--- config.mk ---
export PLATFORM = sky130hd
export DESIGN_NAME = mux4_scan_sampler
export DESIGN_NICKNAME = d
export VERILOG_FILES = /design/src/rtl/mux4_scan_sampler.sv
export SDC_FILE = /design/constraint.sdc
export NUM_CORES = 1
export LEC_CHECK = 0
export CAP_MARGIN = 20
export CORE_ASPECT_RATIO = 0.75
export CORE_MARGIN = 5
export CORE_UTILIZATION = 40
export DETAILED_ROUTE_END_ITERATION = 10
export PLACE_DENSITY_LB_ADDON = 0.05
export SLEW_MARGIN = 10
export SYNTH_ARGS = -nofsm -noshare
export SYNTH_HDL_FRONTEND = slang
export SYNTH_SLANG_ARGS = --single-unit
--- constraint.sdc ---
create_clock -name clock -period 1.9 [get_ports clock]
set_input_delay 0.19 -clock clock [delete_from_list [all_inputs] [get_ports clock]]
set_output_delay 0.19 -clock clock [all_outputs]
set_load 0.01 [all_outputs]
--- src/rtl/mux4_scan_sampler.sv ---
// Scans a 4:1 mux through channels 0..3, samples each after a settle delay and
// hands the assembled 4-bit word downstream on valid/ready. Optional io_parity
// output is enabled by defining MUX4_SCAN_PARITY_EN.
module mux4_scan_sampler #(
  parameter int SETTLE_CYCLES = 1,
  parameter int CNT_W         = 4
) (
  input  logic       clock,
  input  logic       reset,
  input  logic       io_start,
  input  logic       io_continuous,
  input  logic       io_mux_out,
  output logic [1:0] io_selector,
  output logic       io_busy,
  output logic [3:0] io_data,
  output logic       io_valid,
  input  logic       io_ready
`ifdef MUX4_SCAN_PARITY_EN
  ,
  output logic       io_parity
`endif
);

  typedef enum logic [1:0] {IDLE, SCAN, DONE} state_t;

  state_t           state, state_d;
  logic [1:0]       ch, ch_d;
  logic [CNT_W-1:0] cnt, cnt_d;
  logic [3:0]       shadow, shadow_d;
  logic [3:0]       data, data_d;
  logic             valid, valid_d;
  logic             parity;

  localparam logic [CNT_W-1:0] SETTLE = CNT_W'(SETTLE_CYCLES);

  always_ff @(posedge clock or negedge reset) begin
    if (!reset) begin
      state  <= IDLE;
      ch     <= 2'd0;
      cnt    <= '0;
      shadow <= 4'd0;
      data   <= 4'd0;
      valid  <= 1'b0;
      parity <= 1'b0;
    end else begin
      state  <= state_d;
      ch     <= ch_d;
      cnt    <= cnt_d;
      shadow <= shadow_d;
      data   <= data_d;
      valid  <= valid_d;
      // data_d equals data whenever the word is held, so parity tracks it
      parity <= ^data_d;
    end
  end

  always_comb begin
    state_d  = state;
    ch_d     = ch;
    cnt_d    = cnt;
    shadow_d = shadow;
    data_d   = data;
    valid_d  = valid;
    case (state)
      IDLE: begin
        if (io_start) begin
          state_d = SCAN;
          ch_d    = 2'd0;
          cnt_d   = '0;
        end
      end
      SCAN: begin
        if (cnt != SETTLE) begin
          cnt_d = cnt + CNT_W'(1);
        end else begin
          shadow_d[ch] = io_mux_out;
          cnt_d        = '0;
          ch_d         = ch + 2'd1;
          if (ch == 2'd3) begin
            // last channel bypasses shadow so the word is complete this edge
            data_d  = {io_mux_out, shadow[2:0]};
            valid_d = 1'b1;
            state_d = DONE;
          end
        end
      end
      DONE: begin
        if (valid && io_ready) begin
          valid_d = 1'b0;
          if (io_continuous) begin
            state_d = SCAN;
            ch_d    = 2'd0;
            cnt_d   = '0;
          end else begin
            state_d = IDLE;
          end
        end
      end
      default: state_d = IDLE;
    endcase
  end

  assign io_selector = ch;
  assign io_busy     = (state == SCAN);
  assign io_data     = data;
  assign io_valid    = valid;
`ifdef MUX4_SCAN_PARITY_EN
  assign io_parity   = parity;
`else
  logic unused_parity;
  assign unused_parity = parity;
`endif

endmodule

==> results of run 1 <==
## cell usage in the layout, fill, tap and decap left out, types with 2 or more instances in the layout
master,netlist,layout
ha_1,6,6
nand3_1,6,6
nor3_1,4,4
dfrtp_1,16,15
o22ai_1,2,2
a211o_1,2,2
clkdlybuf4s50_1,0,13
clkbuf_4,0,3
inv_1,5,5
a21o_1,3,3
mux2_2,7,7
buf_4,0,2
nand2_1,3,3
a21o_2,2,2
## report_power, final
part,internal [mW],switching (mW),total (mW)
clock,0.117,0.105,0.221
combinational,0.377,0.297,0.674
sequential,0.485,0.133,0.618
## flip-flops by register name, indices dropped and copies added (netlist names)
| name | cells |
|---|---|
| cnt | 4 |
| io_data | 4 |
| shadow | 3 |
| io_selector | 2 |
| state | 2 |
| io_valid | 1 |
## synthesized netlist by cell type
cell type and number:
a31o_2 1, nor3b_2 1, nand3_1 6, mux2_2 7, nor3_1 4, nor3b_1 1
buf_6 2, a21o_1 3, inv_1 5, and3_1 1, a21o_2 2, a21oi_1 1
or3b_1 1, a211o_1 2, nand2_1 3, o21ai_1 1, nand3b_1 1, nand2b_4 1
nor4b_1 1, nand4b_1 1, nor3_4 1, a221oi_1 1, dfrtp_1 16, inv_2 1
ha_1 6, o22ai_1 2
## critical path: stages, from the launching register on
cell	delay, ns
dfrtp_2	0.47
nand2b_4	0.21
inv_4	0.11
clkdlybuf4s50_1	0.54
## logic make-up (layout without fill, tap and decap cells)
group,count (synthesis),in the layout,synth area share
fa+ha+maj,6,6,0.0885
buf+inv,8,25,0.0531
mux,7,7,0.0929
compound gates,13,13,0.115
flops,16,16,0.472
simple gates,22,22,0.178
## per-stage QoR
stage / hold WS (ns) / power (mW) / worst slack, ns / util / instances
global route: 0.225 / 1.64 / 0.0198 / 0.517 / 113
global placement: 0.489 / 1.30 / 0.256 / 0.497 / 109
detailed placement: 0.492 / 1.30 / 0.252 / 0.497 / 109
floorplan: -0.106 / 1.05 / 0.427 / - / 72
finish: 0.212 / 1.51 / 0.0957 / 0.517 / 113
CTS: 0.207 / 1.53 / 0.0422 / 0.515 / 113
## metal layers
metal  share of wire  vias up  track usage
met2            0.40       24        0.147
met1            0.52      275        0.156
li1                -      293            -
met5               0        -            0
met3           0.077        2       0.0545
met4          0.0058        0       0.0381
## timing repair
item / CTS / global route
setup buffers: 0 / 0
endpoints found under the setup margin: 0 / 1
gates resized for setup: 0 / 2
## final cells by class
cell class              instances  area share
well taps                      24      0.0288
flip-flops and latches         16       0.386
repair buffers                 15       0.139
clock buffers                   4      0.0349
inverters                       6      0.0240
multi-input cells              48       0.387
## worst paths after layout
check,start,endpoint,slack [ns],cells past startpoint
max in group asynchronous,reset,state[1],1.49,2
hold / removal,reset,cnt[1],0.21,2
setup reg to reg,cnt[1],io_selector[0],0.25,5
hold reg to reg,io_data[0],io_data[0],0.51,1
setup / recovery,state[1],io_busy,0.1,3
min in group clock,io_data[0],io_data[0],0.51,1
==> run metrics, run 1 <==
CP arrival around 1.6 ns; Slew Limit Fails 0; CP required 1.71 ns; P per Cell Area 1450 nW/um2; P_leak a little under 0.5 nW; number of global-route vias before repair 607; Antenna Cells 0; syn_area_per_cell approximately 12 um2; Total Neg Setup Slack 0 ns; Clk pin slew, worst setup/hold paths about 0.090 ns; routed via count 594; Final Hold Fails 0; # fillers ~180; Max-Slew Margin vs Limit 0.746; area occupied by multi-input gates between 400 and 500 um2; Net Count, Synth 84; Yosys top cell area share 0.472; initial DRC count 14; maximum VDD drop 0.000762 V; Yosys reg bits 16; fmax about 550 MHz; Root Buffer clkbuf_4; RSZ-0062 raised after global routing false; post-synth cell types 26; Synth area leaders dfrtp_1 47%, mux2_2 9.3%, ha_1 8.8%; max-cap violations 0; Ys Warns 0; Min Clock Period, post-route about 1.8 ns; HP Class in -> async; WS Path Type reg -> out; leading area contributor after synthesis dfrtp_1; Clock Latency Late Sink 0.28 ns; Rows 14; Core Area 2010 um2; sequential cell area roughly 400 um2; antenna violations before repair 0; CTS tree done; # H-tree levels 1; Final Cycle Share 0.950; Die X approximately 63 um; layout cell share with drive strength beyond 1 0.236; CP endpoint kind primary output; post-route cell area about 1000 um2; DRT Pass-1 Iters 4; Area Growth Syn to Fin 22.7%; DRC viols 0; first-pass GRT wire length 2.79 mm; WL final roughly 1.6 mm; global route total overflow 0; DIE AREA between 3000 and 4000 um2; CP max FO 8; Worst Max-Slew Pin Slew 0.381 ns; Total GRT Usage 0.111; Ports 14; Avg WL per Cell 13.8 um; DP Wirelength 1.16 mm; Clock Sinks 16; CP startpoint kind register; placed cell area 1000 um2; ANT nets after route 0; Initial Util 0.421; Gate Count Post-Synth 72; final setup skew about 0.00024 ns; status finished, final reports clean; RD Place Congestion between 0.7 and 0.8; Via density 5.26; Clock Path Buffers 2; die height approximately 50 um; Num CTS Buffers 3; largest net degree at the start of global routing 17; final setup vio count 0; PortBufs 13; fin nets a little over 100; Syn Std Cell Area 848 um2; sequential share of the synthesized area 0.472; hold buffers post-CTS 0
(Power assumes the default switching activity.)
==> inputs of run 2 (changes only) <==
--- a/config.mk
+++ b/config.mk
@@ -11,6 +11,7 @@
 export CORE_UTILIZATION = 40
 export DETAILED_ROUTE_END_ITERATION = 10
 export PLACE_DENSITY_LB_ADDON = 0.05
+export SKIP_CTS_REPAIR_TIMING = 1
 export SLEW_MARGIN = 10
 export SYNTH_ARGS = -nofsm -noshare
 export SYNTH_HDL_FRONTEND = slang
==> results of run 2 <==
The final DEF is identical to that of run 1; final timing and power are the same.
==> inputs of run 3 (changes only) <==
--- a/config.mk
+++ b/config.mk
@@ -6,9 +6,8 @@
 export NUM_CORES = 1
 export LEC_CHECK = 0
 export CAP_MARGIN = 20
-export CORE_ASPECT_RATIO = 0.75
 export CORE_MARGIN = 5
-export CORE_UTILIZATION = 40
+export CORE_UTILIZATION = 50
 export DETAILED_ROUTE_END_ITERATION = 10
 export PLACE_DENSITY_LB_ADDON = 0.05
 export SKIP_CTS_REPAIR_TIMING = 1
==> run metrics, run 3 (same netlist as run 1, synthesis figures left out) <==
antenna violations before repair 0; die height about 51 um; RD Place Congestion about 0.81; Max-Slew Margin vs Limit 0.683; area occupied by multi-input gates about 400 um2; Total GRT Usage 0.132; r2r endpoint shadow[0]; Antenna Cells 0; Total Neg Setup Slack 0 ns; Final Cycle Share 0.955; Min Clock Period, post-route about 1.8 ns; WS Path Type reg -> out; Area Growth Syn to Fin 20.6%; Setup crit end io_busy; Slew Limit Fails 0; Reg2Reg Setup Slack between 0.2 and 0.3 ns; largest net degree at the start of global routing 17; Power Total approximately 1.5 mW; Avg WL per Cell 14.1 um; Clk pin slew, worst setup/hold paths about 0.10 ns; R2R cell count 5; DP Wirelength 1.11 mm; worst hold margin around 0.22 ns; ANT nets after route 0; final setup vio count 0; sequential cell area around 400 um2; most frequent cells in the layout 15 x dfrtp_1, 13 x clkdlybuf4s50_1, 7 x mux2_2; initial DRC count 4; CP required 1.71 ns; CP max FO 8; status finished, final reports clean; placed cell area roughly 1000 um2; Clock Latency Late Sink 0.29 ns; Root Buffer clkbuf_4; Worst Max-Slew Pin Slew roughly 0.47 ns; Final Hold Fails 0; Ports 14; CTS tree done; most common cell after layout, fill and taps aside dfrtp_1; max-cap violations 0; CP arrival roughly 1.6 ns; maximum VDD drop 0.000840 V; Num CTS Buffers 3; PortBufs 13; final setup skew 0.00734 ns; post-route cell area between 1000 and 1500 um2; number of global-route vias before repair around 540; fin nets approximately 100; fmax about 550 MHz; P_leak roughly 0.48 nW; global route total overflow 0; DIE AREA 2620 um2; DRC viols 0; first-pass GRT wire length 2.53 mm; HP Class in -> async; CP startpoint kind register; CP endpoint kind primary output; DRT Pass-1 Iters 3; Via density ~5.5; # H-tree levels 1; RSZ-0062 raised after global routing false; worst r2r src cnt[1]; fin cells roughly 100; Initial Util 0.544; layout cell share with drive strength beyond 1 0.227; P per Cell Area around 1500 nW/um2; Clock Path Buffers 2; Clock Sinks 16; crit path launch state[1]; Core Area between 1500 and 2000 um2; Die X 51.2 um; Rows 14; WL final between 1 and 1.5 mm; # fillers roughly 130; placed instance count 100; routed via count approximately 570
==> run 3: cell types whose count changed in the layout (fill, tap and decap cells not counted), sizes merged <==
cell,before,now
buf,2,1
==> run 3: cell type report <==
| type | count | share of cell area |
|---|---|---|
| clock buffers | 4 | 0.0355 |
| repair buffers | 14 | 0.134 |
| well taps | 16 | 0.0196 |
| flip-flops and latches | 16 | 0.392 |
| multi-input cells | 48 | 0.394 |
| inverters | 6 | 0.0244 |
==> run 3: metal layers <==
metal | vias up | GRT usage | wire length (um)
met2 | 13 | 0.176 | 571
met3 | 2 | 0.0407 | 63
met4 | 0 | 0.0673 | 17
met5 | - | 0 | 0
li1 | 293 | - | -
met1 | 263 | 0.189 | 816
==> run 3: worst max-delay path, stage by stage, from the launching register on <==
cell and delay (ns):
dfrtp_2 0.47, nand2b_4 0.21, inv_4 0.11, clkdlybuf4s50_1 0.54
==> run 3: worst min path at each step <==
stage,from,to,depth (start not counted)
after global placement,shadow[1],io_data[1],1
after global routing,reset,state[1],2
final,reset,state[0],2
after floorplan,reset,cnt[0],0
after CTS,reset,state[1],2
after detailed placement,shadow[1],io_data[1],1
==> run 3: stage by stage <==
step | utilization | worst slack [ns]
after floorplan | - | 0.427
after global routing | 0.657 | 0.0141
after detailed placement | 0.631 | 0.283
after global placement | 0.631 | 0.329
final | 0.657 | 0.0847
after CTS | 0.654 | 0.0172
==> run 3: where the power goes <==
group          switching [mW]  total [mW]  internal (mW)
Sequential              0.133       0.618          0.485
Combinational           0.292       0.656          0.364
Clock                   0.107       0.223          0.117
